File: config.mk
export PLATFORM = sky130hd
export DESIGN_NAME = branch_predict_unit
export DESIGN_NICKNAME = d
export VERILOG_FILES = /design/src/rtl/branch_predict_unit.sv
export SDC_FILE = /design/constraint.sdc
export NUM_CORES = 1
export LEC_CHECK = 0
export BUFFER_PORTS_ARGS = -buffer_cell sky130_fd_sc_hd__buf_4
export CAP_MARGIN = 15
export CORE_ASPECT_RATIO = 1.2
export CORE_MARGIN = 1.5
export CORE_UTILIZATION = 30
export DETAILED_ROUTE_END_ITERATION = 10
export GPL_ROUTABILITY_DRIVEN = 0
export HOLD_SLACK_MARGIN = 0.1
export PLACE_DENSITY = 0.58
export SYNTH_ARGS = -nofsm -noshare
export SYNTH_HDL_FRONTEND = slang
export SYNTH_SLANG_ARGS = --single-unit
File: constraint.sdc
create_clock -name clk -period 2.7 [get_ports clk]
set_clock_uncertainty 0.1 [all_clocks]
set_input_delay 0.135 -clock clk [delete_from_list [all_inputs] [get_ports clk]]
set_output_delay 0.135 -clock clk [all_outputs]
set_load 0.02 [all_outputs]
File: src/rtl/branch_predict_unit.sv
// branch_predict_unit
// Resolves conditional branches from ALU subtraction flags and keeps a
// direct-mapped table of saturating taken/not-taken counters. The table is
// read combinationally in IF and trained when a legal branch resolves in EX.
// Mispredictions are flagged for redirect/flush, and saturating branch and
// mispredict statistics are kept.
//
// Ports:
//   clk, rst          clock; synchronous active-high reset
//   lookup_pc         IF-stage PC; predict_taken = MSB of indexed counter
//   resolve_valid     EX holds a conditional branch this cycle
//   resolve_pc        PC of the resolving branch (selects entry to train)
//   func3             branch funct3 (BEQ/BNE/BLT/BGE/BLTU/BGEU)
//   cf, zf, sf, vf    flags of rs1-rs2; cf=1 means no borrow
//   predicted_taken   prediction carried down the pipe with this branch
//   actual_taken      resolved outcome (combinational)
//   mispredict        redirect request (combinational)
//   illegal_branch    resolve_valid with reserved funct3 010/011
//   branch_count      saturating count of legal resolved branches
//   mispredict_count  saturating count of mispredicts
module branch_predict_unit #(
  parameter int unsigned PC_WIDTH   = 32,
  parameter int unsigned INDEX_BITS = 4,
  parameter int unsigned CNT_BITS   = 2,
  parameter int unsigned STAT_WIDTH = 16
) (
  input  logic                  clk,
  input  logic                  rst,
  input  logic [PC_WIDTH-1:0]   lookup_pc,
  output logic                  predict_taken,
  input  logic                  resolve_valid,
  input  logic [PC_WIDTH-1:0]   resolve_pc,
  input  logic [2:0]            func3,
  input  logic                  cf,
  input  logic                  zf,
  input  logic                  sf,
  input  logic                  vf,
  input  logic                  predicted_taken,
  output logic                  actual_taken,
  output logic                  mispredict,
  output logic                  illegal_branch,
  output logic [STAT_WIDTH-1:0] branch_count,
  output logic [STAT_WIDTH-1:0] mispredict_count
);

  localparam int unsigned Entries = 2 ** INDEX_BITS;
  // Weakly-not-taken: MSB clear, all lower bits set.
  localparam logic [CNT_BITS-1:0]   CntInit = CNT_BITS'((1 << (CNT_BITS - 1)) - 1);
  localparam logic [CNT_BITS-1:0]   CntMax  = '1;
  localparam logic [STAT_WIDTH-1:0] StatMax = '1;

  logic [CNT_BITS-1:0]   table_q [Entries];
  logic [INDEX_BITS-1:0] lookup_idx;
  logic [INDEX_BITS-1:0] resolve_idx;
  logic [CNT_BITS-1:0]   cnt_cur;
  logic [CNT_BITS-1:0]   cnt_d;
  logic                  update_en;
  logic [STAT_WIDTH-1:0] branch_q, branch_d;
  logic [STAT_WIDTH-1:0] mispred_q, mispred_d;
  logic                  unused_pc_bits;

  // Word-aligned PCs: bits [1:0] never select an entry; upper bits alias.
  assign lookup_idx  = lookup_pc[INDEX_BITS+1:2];
  assign resolve_idx = resolve_pc[INDEX_BITS+1:2];
  assign unused_pc_bits = ^{lookup_pc[PC_WIDTH-1:INDEX_BITS+2], lookup_pc[1:0],
                            resolve_pc[PC_WIDTH-1:INDEX_BITS+2], resolve_pc[1:0]};

  // Reads current contents, so a same-cycle update is not bypassed.
  assign predict_taken = table_q[lookup_idx][CNT_BITS-1];

  always_comb begin
    actual_taken   = 1'b0;
    illegal_branch = 1'b0;
    if (resolve_valid) begin
      case (func3)
        3'b000:  actual_taken = zf;
        3'b001:  actual_taken = ~zf;
        3'b100:  actual_taken = sf ^ vf;
        3'b101:  actual_taken = ~(sf ^ vf);
        3'b110:  actual_taken = ~cf;
        3'b111:  actual_taken = cf;
        default: illegal_branch = 1'b1;
      endcase
    end
  end

  assign update_en  = resolve_valid & ~illegal_branch;
  assign mispredict = update_en & (actual_taken ^ predicted_taken);

  always_comb begin
    cnt_cur = table_q[resolve_idx];
    cnt_d   = cnt_cur;
    if (actual_taken) begin
      if (cnt_cur != CntMax) cnt_d = cnt_cur + 1'b1;
    end else if (cnt_cur != '0) begin
      cnt_d = cnt_cur - 1'b1;
    end
  end

  always_comb begin
    branch_d  = branch_q;
    mispred_d = mispred_q;
    if (update_en && branch_q != StatMax) branch_d = branch_q + 1'b1;
    if (mispredict && mispred_q != StatMax) mispred_d = mispred_q + 1'b1;
  end

  always_ff @(posedge clk) begin
    if (rst) begin
      for (int i = 0; i < int'(Entries); i++) table_q[i] <= CntInit;
      branch_q  <= '0;
      mispred_q <= '0;
    end else begin
      if (update_en) table_q[resolve_idx] <= cnt_d;
      branch_q  <= branch_d;
      mispred_q <= mispred_d;
    end
  end

  assign branch_count     = branch_q;
  assign mispredict_count = mispred_q;

endmodule

# ---- Word level (Yosys, flattened, before mapping)
# Memories as Yosys holds them, arrays and structs flattened.
# Index checks and enable logic that the tools add are counted.
dict set report totals {
  register_bits 32
  memories 1
  ramBits 32
  wordCells 44
  inputBits 75
}
# memory words word_bits read_ports rd_ports_with_merged_regs write_ports line_no
set memory_table {}
lappend memory_table {table_q 16 2 2 0 16 52} ;# logic [CNT_BITS-1:0] table_q [Entries];
dict set report classes {
  n_bitwise 8
  eq_ne 8
  mux 15
  addsub 4
  reduce_logical 6
}
# op count
set op_table {}
lappend op_table {{$add 16x1->16 const B} 2}
lappend op_table {{$ne 16x16->1 const B} 2}
lappend op_table {{$eq 3x3->1 const B} 4}
lappend op_table {{$mux 1} 9}
lappend op_table {{$mux 2} 4}
lappend op_table {{$pmux 1 s6} 1}
lappend op_table {{$reduce_or 6->1} 1}
lappend op_table {{$mux 4} 1}
lappend op_table {{$not 1->1} 4}
lappend op_table {{$eq 3x1->1 const B} 1}
lappend op_table {{$logic_not 3->1} 1}
lappend op_table {{$add 2x1->2 const B} 1}
lappend op_table {{$and 1x1->1} 2}
lappend op_table {{$logic_and 1x1->1} 2}
lappend op_table {{$ne 2x2->1 const B} 1}
lappend op_table {{$reduce_bool 2->1} 1}
lappend op_table {{$reduce_or 2->1} 1}
lappend op_table {{$sub 2x1->2 const B} 1}
lappend op_table {{$xor 1x1->1} 2}

# ---- Depth between registers and ports, before layout
dict set report depth {
  word_depth 11
  ltp_mapped 8
  mapped_depth_nobuf 7
}

# ---- Least setup slack after synthesis
# OpenSTA, ideal clock, no wires.
dict set report synth_path {
  path_kind {reg-to-reg}
  startpoint {reg mispred_q[4], in the netlist mispredict_count[4]}
  endpoint {reg mispred_q[15], in the netlist mispredict_count[15]}
  period_less_slack_ps 2345
  t_required_ps 2541
  path_stages_with_launch 7
  slack_ps 355
  arrival_ps 2186
  path_cell_list {dfxtp_1 > nand4_2 > or2_1 > or3_1 > or4_4 > or4_1 > nand2_1}
}
dict set report synth_between {
  elab_chain_len 2
  elab_cells_between_ends 3
}
# item line_no
set synth_rtl {}
lappend synth_rtl {{start, declared} 59} ;# logic [STAT_WIDTH-1:0] mispred_q, mispred_d;
lappend synth_rtl {{start signal, assigned} 115} ;# mispred_q <= mispred_d;
lappend synth_rtl {{branches (longest 2 deep; another with $add 16x1->16)} n/a}
# Several ways; the timed one is not identified.
# A chain may end at the register's enable or synchronous reset.

# ---- Worst setup path after layout
dict set report layout_path {
  startpoint {reg mispred_q[1], in the netlist mispredict_count[1]}
  endpoint {reg mispred_q[14], in the netlist mispredict_count[14]}
}
# Same word-level chain as after synthesis.

==> results.md <==
* Ratio of total power to cell area at between 500 and 600 mW/mm^2
* Max-slew violation count at 0
* Element type at the critical path start: flop
* Final Cycle Share at 90.5%
* IO Pins at roughly 110
* Relative slew slack at 47.8%
* Distinct cell type count after synthesis at 47
* Post-synth EDFFs at 32
* Max clock buf depth at 2
* Switching component of the power at around 0.00057 W
* Global-route usage over all layers at 14.6%
* Share of cells above drive strength 1 at 26.7%
* Util after Layout at 39.6%
* Yosys reg bits at 64
* Max Used Layer: met4
* Initial antenna violation count at 0
* Critical path capture point type: flop
* Start-to-end type of the worst setup path: reg -> reg
* Wire length of the first global-routing pass at 13.8 mm
* Synthesized netlist cell count at around 350
* CP max FO at 17
* Number of iterations in the first detailed-routing pass at 4
* Sw Share at 22.9%
* Relative area change from synthesis to final layout at 27.0%
* Clock buffers created by TritonCTS at 9
* Total routed wirelength at 8.19 mm
* Residual DRC count at 0
* Clock power share at between 40 and 50%
* Met1 WL at between 3 and 4 mm
* Fmax at 409 MHz
* Sequential element share of the synthesized area at around 46%
* Antenna-violating nets left at 0
* Fin nets at 487
* Input/output buffers at 54
* Clock sink count at 64
* Per-cell routed wire length at 14.4 um
* Worst endpoint required time at 2810 ps
* Launching element of the worst setup path: mispredict_count[1]$_SDFFE_PP0P_
* Fill count at 1129
* Worst min-delay path category: in -> reg
* Maximum cell stage delay along the critical path at roughly 400 ps
* Number of hold violations in the final report at 0
* Remaining global-route overflow at 0
* Final hold slack at 195 ps
* Data arrival time of the critical path at about 2600 ps
* Setup TNS after final layout at 0 ps
* Inserted Diodes at 0
* Shortest period the worst path allows at 2440 ps
* Worst reg2reg path startpoint: mispredict_count[1]$_SDFFE_PP0P_
* Most frequently used flop master after synthesis: edfxtp_1
* Worst supply voltage drop on vdd at 285 uV
* Postcts setup bufs at 0
* Part of the power in combinational logic at 10.4%
* Sum of net half-perimeters after detailed placement at 5.87 mm
* Slew at the pin with the worst max-slew slack at around 760 ps
* Via count of the first global-routing pass at 2796
* Unrepaired setup endpoints after global routing: no
* Sum of met2 wire segment lengths after detailed routing at just over 4 mm
* Clock tree from TritonCTS: yes
* Internal Power at 0.00192 W
* Met3 Routed Length at ~400 um
* CP max-delay cell: a2111oi_1
* Share of total power in sequential cells at 42.2%
* Setup violations, final at 0
* Cell Rows at 42
* DR iter-0 viols at 102
* Largest net degree at the start of global routing at 58
* Count of yosys warnings during synthesis at 0
* H-Tree Depth at 3
* Die width at 101 um
* Startpoint of the worst hold path: resolve_valid
* Run status: complete, no violations
* Via Count at 2839
* Average size of a mapped cell at 9.96 sq um
* Synth Cell Area at 0.00347 sq mm
* Syn_nets at 426
* CP Cell Sequence: ha_1 -> nand3_1 -> nor4_1 -> a2111oi_1 -> buf_4 -> nor2_1 -> buf_4 -> nor4_1 -> mux2_2
* Height of the chip at approximately 120 um
* Clk Tree Root Cell: clkbuf_16
* Mean number of vias per cell at 4.99
* Latest clock arrival within the worst-skew pair at 330 ps
* CTS clk-pin slew, worst paths at 50 ps
* Static leakage at 1.58 nW
* Die Outline Area at 0.0122 sq mm
* Area of the placeable core at 0.0111 sq mm
* Initial Utilization at 31.2%
* Share of synthesized registers carrying an async set or reset at 0%
* Power, Total at 0.00249 W
* Number of max-capacitance violations reported at 0
## repair_timing
item | CTS | global route
endpoints found under the hold margin | 4 | 0
endpoints found under the setup margin | 0 | 1
resized for setup | 0 | 1
hold buffers | 3 | 0
## power by group through the flow
stage	registers (W)	logic (W)	clock network, W
final	0.00105	0.000258	0.00118
after global routing	0.00105	0.000284	0.00124
after CTS	0.00105	0.000262	0.00121
after detailed placement	0.00107	0.000258	0
after global placement	0.00107	0.000253	0
after floorplan	0.00107	0.000156	0
## Yosys cell counts, drive strengths merged (10+ instances only)
cell type,instances,share of area [%]
nand2,33,3.6
edfxtp,32,28
dfxtp,32,18
nor2,48,5.2
a21oi,10,1.4
xor2,10,2.5
nand2b,11,2.0
mux4,13,8.4
nor3,11,1.6
or2,12,2.2
nand3,21,3.0
clkbuf,12,1.3
## metrics by stage
step,setup slack [ps],area (sq um),instances
after floorplan,355,3470,349
after global placement,254,4080,550
after detailed placement,188,4080,550
after CTS,147,4410,569
after global routing,33.5,4410,569
final,256,4410,569
## cells by family after synthesis
group           count (synthesis)  synth area share (%)
simple gates                  186                  27.7
xor+xnor                       20                  5.44
mux                            22                  11.2
compound gates                 29                  5.44
fa+ha+maj                       4                  1.33
buf+inv                        24                  2.81
flops                          64                  46.1
## routing by layer
| layer | global-route usage (%) | vias to the layer above |
|---|---|---|
| li1 | - | 1394 |
| met1 | 17.9 | 1356 |
| met2 | 24.8 | 79 |
| met3 | 2.76 | 10 |
| met4 | 6.34 | 0 |
| met5 | 0 | - |
## cell usage in the layout (no fill, tap or decap), drive strengths merged, types with 11 or more instances in the layout
cell type	count
buf	64
clkbuf	13
dfxtp	32
edfxtp	32
mux4	13
nand2	33
nand2b	11
nand3	21
nor2	48
nor3	11
or2	12
## cell type report
cell class / instances / area [sq um] / share of cell area (%)
inverters: 7 / 26.3 / 0.595
clock buffers: 13 / 260 / 5.90
flip-flops and latches: 64 / 1600 / 36.3
repair buffers: 67 / 510 / 11.6
clock inverters: 3 / 41.3 / 0.935
well taps: 154 / 193 / 4.37
multi-input cells: 261 / 1780 / 40.4
## registers in the layout, indices dropped and copies added (netlist names)
register / flops
branch_count: 16
mispredict_count: 16
table_q: 32
## path summary, 6_finish.rpt
check	slack [ps]	endpoint	depth (start not counted)
worst max-delay path	260	mispredict_count[14]$_SDFFE_PP0P_	9
worst min-delay path	200	mispredict_count[12]$_SDFFE_PP0P_	4
worst max register to register	260	mispredict_count[14]$_SDFFE_PP0P_	9
worst min register to register	410	mispredict_count[7]$_SDFFE_PP0P_	2
## worst max-delay path, delay by kind of cell (launching register included)
family | cells | cell delay [ps]
AOI/OAI and AO/OA | 1 | 410
adders and majority gates | 1 | 240
buffers and inverters | 2 | 370
DFF | 1 | 360
muxes | 1 | 360
and+or+nand+nor | 4 | 490
No activity file was read; power rests on OpenSTA's default activity.
